===== src/rtl/cnn_layer_sequencer.sv =====
// Sequences one CNN inference: streams pixel addresses, runs conv/pool/fc in turn,
// and reports the predicted class. Each layer wait is guarded by a timeout.
module cnn_layer_sequencer #(
  parameter int unsigned NUM_PIX     = 784,
  parameter int unsigned LOGIT_W     = 8,
  parameter int unsigned TIMEOUT_CYC = 65535
) (
  input  logic               clk,
  input  logic               rst,
  input  logic               valid_in,
  output logic               busy,
  output logic               load_en,
  output logic [9:0]         load_addr,
  output logic               conv_start,
  output logic               pool_start,
  output logic               fc_start,
  input  logic               conv_done,
  input  logic               pool_done,
  input  logic               fc_done,
  input  logic [LOGIT_W-1:0] logit0,
  input  logic [LOGIT_W-1:0] logit1,
  output logic               valid_out,
  output logic               pred_class,
  output logic               err
);

  localparam int unsigned PIX_W  = 10;
  localparam int unsigned WAIT_W = $clog2(TIMEOUT_CYC + 1);

  typedef enum logic [2:0] {
    S_IDLE, S_LOAD, S_CONV, S_POOL, S_FC, S_DECIDE, S_ERR
  } state_t;

  state_t              r_state;
  state_t              w_next;
  logic [PIX_W-1:0]    r_pix;
  logic [WAIT_W-1:0]   r_wait;
  logic                r_vin_q;
  logic                r_err;
  logic                r_pred;
  logic                w_start_req;
  logic                w_first;
  logic                w_timeout;
  logic                w_last_pix;
  logic                w_wait_state;
  logic                w_idle_like;

  // r_vin_q resets high so a valid_in held across reset release does not start a run
  assign w_start_req  = valid_in & ~r_vin_q;
  assign w_first      = (r_wait == '0);
  assign w_timeout    = (r_wait == WAIT_W'(TIMEOUT_CYC - 1));
  assign w_last_pix   = (r_pix == PIX_W'(NUM_PIX - 1));
  assign w_wait_state = (r_state == S_CONV) || (r_state == S_POOL) || (r_state == S_FC);
  assign w_idle_like  = (r_state == S_IDLE) || (r_state == S_ERR);

  // state register
  always_ff @(posedge clk or negedge rst) begin
    if (!rst) r_state <= S_IDLE;
    else      r_state <= w_next;
  end

  // next-state logic; a done coinciding with its own start pulse is ignored
  always_comb begin
    w_next = r_state;
    case (r_state)
      S_IDLE, S_ERR: if (w_start_req) w_next = S_LOAD;
      S_LOAD:        if (w_last_pix) w_next = S_CONV;
      S_CONV: begin
        if (!w_first && conv_done) w_next = S_POOL;
        else if (w_timeout)        w_next = S_ERR;
      end
      S_POOL: begin
        if (!w_first && pool_done) w_next = S_FC;
        else if (w_timeout)        w_next = S_ERR;
      end
      S_FC: begin
        if (!w_first && fc_done) w_next = S_DECIDE;
        else if (w_timeout)      w_next = S_ERR;
      end
      S_DECIDE:      w_next = S_IDLE;
      default:       w_next = S_IDLE;
    endcase
  end

  // counters, sticky error and class register
  always_ff @(posedge clk or negedge rst) begin
    if (!rst) begin
      r_pix   <= '0;
      r_wait  <= '0;
      r_vin_q <= 1'b1;
      r_err   <= 1'b0;
      r_pred  <= 1'b0;
    end else begin
      r_vin_q <= valid_in;
      if (r_state == S_LOAD)
        r_pix <= w_last_pix ? '0 : r_pix + PIX_W'(1);
      else if (w_idle_like && w_start_req)
        r_pix <= '0;

      if (w_next != r_state) r_wait <= '0;
      else if (w_wait_state) r_wait <= r_wait + WAIT_W'(1);

      if (w_idle_like && w_start_req)               r_err <= 1'b0;
      else if (w_next == S_ERR && r_state != S_ERR) r_err <= 1'b1;

      // tie resolves to class 1
      if (r_state == S_FC && w_next == S_DECIDE)
        r_pred <= (logit0 > logit1) ? 1'b0 : 1'b1;
    end
  end

  // output decode from registered state
  always_comb begin
    busy       = (r_state != S_IDLE);
    load_en    = (r_state == S_LOAD);
    load_addr  = r_pix;
    conv_start = (r_state == S_CONV) && w_first;
    pool_start = (r_state == S_POOL) && w_first;
    fc_start   = (r_state == S_FC)   && w_first;
    valid_out  = (r_state == S_DECIDE);
    pred_class = r_pred;
    err        = r_err;
  end

endmodule


===== config.mk =====
export PLATFORM = sky130hd
export DESIGN_NAME = cnn_layer_sequencer
export DESIGN_NICKNAME = d
export VERILOG_FILES = /design/src/rtl/cnn_layer_sequencer.sv
export SDC_FILE = /design/constraint.sdc
export NUM_CORES = 1
export LEC_CHECK = 0
export ABC_AREA = 1
export BUFFER_PORTS_ARGS = -buffer_cell sky130_fd_sc_hd__clkbuf_2
export CAP_MARGIN = 5
export CORE_UTILIZATION = 45
export DETAILED_ROUTE_END_ITERATION = 16
export PLACE_DENSITY = 0.66
export SLEW_MARGIN = 40
export SYNTH_ARGS = -nofsm -noshare
export SYNTH_HDL_FRONTEND = slang
export SYNTH_SLANG_ARGS = --single-unit

===== constraint.sdc =====
create_clock -name clk -period 2.1 [get_ports clk]
set_clock_uncertainty 0.05 [all_clocks]
set_input_delay 0.42 -clock clk [delete_from_list [all_inputs] [get_ports clk]]
set_output_delay 0.42 -clock clk [all_outputs]
set_load 0.02 [all_outputs]

==> parameters.txt <==
Parameter                              Value

Synthesis
  Biggest area consumer among synthesized cells ... sky130_fd_sc_hd__dfrtp_1
  Most numerous cell in the Yosys netlist ... sky130_fd_sc_hd__nand2_1
  Synth Instances ... 294
  Leading cell types by count after synthesis ... sky130_fd_sc_hd__nand2_1, sky130_fd_sc_hd__inv_1, sky130_fd_sc_hd__nor2_1
  Total nets after synthesis ... 328
  Post-synthesis instance area ... 2300 sq um
  Avg Cell Area, Syn ... 7.83 sq um
  Main flop type after synthesis ... sky130_fd_sc_hd__dfrtp_1
  Top cells by area, synth ... sky130_fd_sc_hd__dfrtp_1, sky130_fd_sc_hd__nand2_1, sky130_fd_sc_hd__ha_1
  Number of distinct library cell variants in the gate-level netlist after synthesis ... 33
  Post-synthesis sequential element count ... 32
  Number of synthesized flops with an enable pin ... 0
  Synthesis warning total ... 0
  Portion of the post-synthesis area used by sequential elements ... 34.8%
  Fraction of registers with async set or reset after synthesis ... 100%
  Yosys top cell area share ... 33.7%

Timing
  Hold Violations, Final ... 0
  Tightest slew margin relative to the limit ... 72.8%
  Fmax achieved ... 474 MHz
  Min Hold Slack ... 103 ps
  Final count of pins violating max slew ... 0
  Final setup vio count ... 1
  Portion of the clock cycle consumed by the worst path in the final layout ... 100%
  Transition time of the tightest slew-check pin ... 408 ps
  Setup ws final ... -10.1 ps
  Unrepaired setup endpoints after global routing ... true
  Final period demand of the worst path ... 2110 ps

Clock tree
  Cell chosen for the clock root ... sky130_fd_sc_hd__clkbuf_8
  Number of H-tree levels ... 2
  Clock latency on the worst-skew pair ... 280 ps
  Clk sinks ... 32
  Num CTS Buffers ... 5
  Clock Tree Buf Depth ... 2
  TritonCTS clock tree ... yes
  Hold-fix buffer count after cts ... 0
  Clk slew on worst S/H paths ... 70 ps

Place
  Area post-placement ... 2570 sq um
  Minimum setup slack after placement ... -39.6 ps
  Final Wtd Congestion ... 0.923
  Input/output buffers ... 39
  Sum of net half-perimeters after detailed placement ... 3560 um

Critical path
  Worst Setup SP ... r_wait[0]
  Maximum fanout along the worst path ... 3
  Critical path endpoint category ... primary output
  RR Startpoint ... r_wait[0]
  Kind of start point of the critical path ... flop
  Start-to-end type of the worst setup path ... flop to primary output
  Arr. time, crit path ... 1640 ps
  Required time at the endpoint of the critical path ... 1630 ps

Power
  Standby leakage power ... 1.40 nW
  Switch share ... 45.9%
  P_sw ... 1.44 mW
  Combinational cell fraction of total power ... 56.8%
  Ratio of total power to cell area ... 1120 nW/um^2
  Clock network fraction of total power ... 15.5%
  Total internal power ... 1.70 mW
  Final total power ... 3.15 mW
  VDD IR-drop max ... 679 uV
  Sequential cell fraction of total power ... 27.8%

Route
  Via count ... 2062
  # DRC ... 0
  Sum of met2 wire segment lengths after detailed routing ... 2400 um
  Top Layer Used ... met4
  Routed length per placed instance ... 11.5 um
  Count of nets left with antenna violations after detail routing ... 0
  Post-detailed-route via-to-cell ratio ... 4.96
  DRT met1 WL ... 2070 um
  Sum of routed wire length over all layers ... 4790 um
  Met3 wire length ... 200 um
  DRC violation total after the first TritonRoute iteration ... 65
  Number of detailed-routing iterations run before antenna repair ... 4

Global route
  Remaining global-route overflow ... 0
  Global-route wire length before repair ... 8200 um
  Number of global-route vias before repair ... 1931
  GRT Resource Usage Total ... 19.9%
  Number of antenna violations at the first check in global routing ... 0
  Pin count of the biggest net entering global routing ... 33

Floorplan
  Number of placement rows ... 25
  Total die area ... 5410 sq um
  Total core area ... 4820 sq um
  X dimension of the die ... 73.5 um
  Die height ... 73.5 um
  Initial cell density of the core ... 47.8%
  I/O pin total ... 40

Cells and area
  Area Overhead vs Synth ... 22.2%
  Post-route cell area ... 2810 sq um
  Antenna diodes ... 0
  Share of post-route cells with drive strength above 1 ... 32.7%
  Nets ... 382
  Utilization after layout ... 58.4%
  Fillers ... 472

Worst hold path
  Type of the most critical hold path ... input pin to asynchronous set/reset pin

Job
  Max Cap Violations ... 0

Run status
  Outcome ... complete, but fails checks
  Violations in the final reports ... setup timing
## timing repair
item | 4_1_cts | 5_1_grt
endpoints found under the setup margin | 19 | 13
setup buffers | 7 | 0
pin swaps | 6 | 7
resized for setup | 9 | 16
## critical path: stages (launching register included)
cell                      delay, ps
sky130_fd_sc_hd__dfrtp_1        390
sky130_fd_sc_hd__inv_2          100
sky130_fd_sc_hd__ha_4           160
sky130_fd_sc_hd__nand2_4         50
sky130_fd_sc_hd__nor4_4         210
sky130_fd_sc_hd__nand3_2        160
sky130_fd_sc_hd__nor3_2         130
sky130_fd_sc_hd__buf_4          160
## cell usage in the layout (no fill, tap or decap), drive strengths merged, types with 2 or more instances in the layout
master  count
nor2       57
dfrtp      31
xnor2       3
o22ai       6
ha         12
nand3      17
nor3        8
a21oi       8
a31oi       2
o21ai      11
nor4        3
clkbuf     44
o211ai      2
xor2        9
nand2      66
inv        42
nand4      10
buf        13
or2         2
## final cells by class
| class | instances | area (sq um) | area share, % |
|---|---|---|---|
| multi-input cells | 218 | 1370 | 48.7 |
| inverters | 42 | 158 | 5.60 |
| repair buffers | 49 | 307 | 10.9 |
| flip-flops and latches | 32 | 805 | 28.6 |
| well taps | 67 | 83.8 | 2.98 |
| clock buffers | 8 | 90.1 | 3.20 |
## path summary, 6_finish.rpt
kind / end / slack (ps) / cells past startpoint
setup / recovery: pool_start / -10 / 7
hold / removal: load_addr[3] / 100 / 2
setup reg to reg: r_wait[13] / 140 / 14
hold reg to reg: err / 480 / 2
max in group asynchronous: r_vin_q / 1580 / 2
min in group clk: r_vin_q / 180 / 1
## stage by stage
stage	TNS [ps]	instances
after floorplan	0	294
after global placement	0	401
after detailed placement	-446	401
after CTS	-137	416
after global routing	-411	416
final	-10.1	416
## power groups by stage
stage	logic, mW	registers, mW	clock network, mW
6_report	1.79	0.874	0.486
5_1_grt	1.97	0.896	0.534
4_1_cts	1.74	0.872	0.501
3_5_place_dp	1.44	0.888	0
3_3_place_gp	1.41	0.884	0
2_1_floorplan	1.08	0.966	0
## kinds of logic after synthesis
logic type / Yosys count / synth area share, %
buf+inv: 44 / 8.21
flops: 32 / 34.8
simple gates: 164 / 38.6
xor+xnor: 12 / 4.57
compound gates: 30 / 7.28
fa+ha+maj: 12 / 6.52
## sequential cells by signal, summed over array words and instances (netlist names)
register and flops:
err 1, load_addr 10, pred_class 1, r_state 3, r_vin_q 1, r_wait 16
## per-layer routing
layer  up-vias  global-route usage [%]
met2        60                    34.3
met5         -                       0
met3         9                    4.66
li1       1060                       -
met4         0                    8.12
met1       933                    23.7
Power figures use the tool's default switching activity.
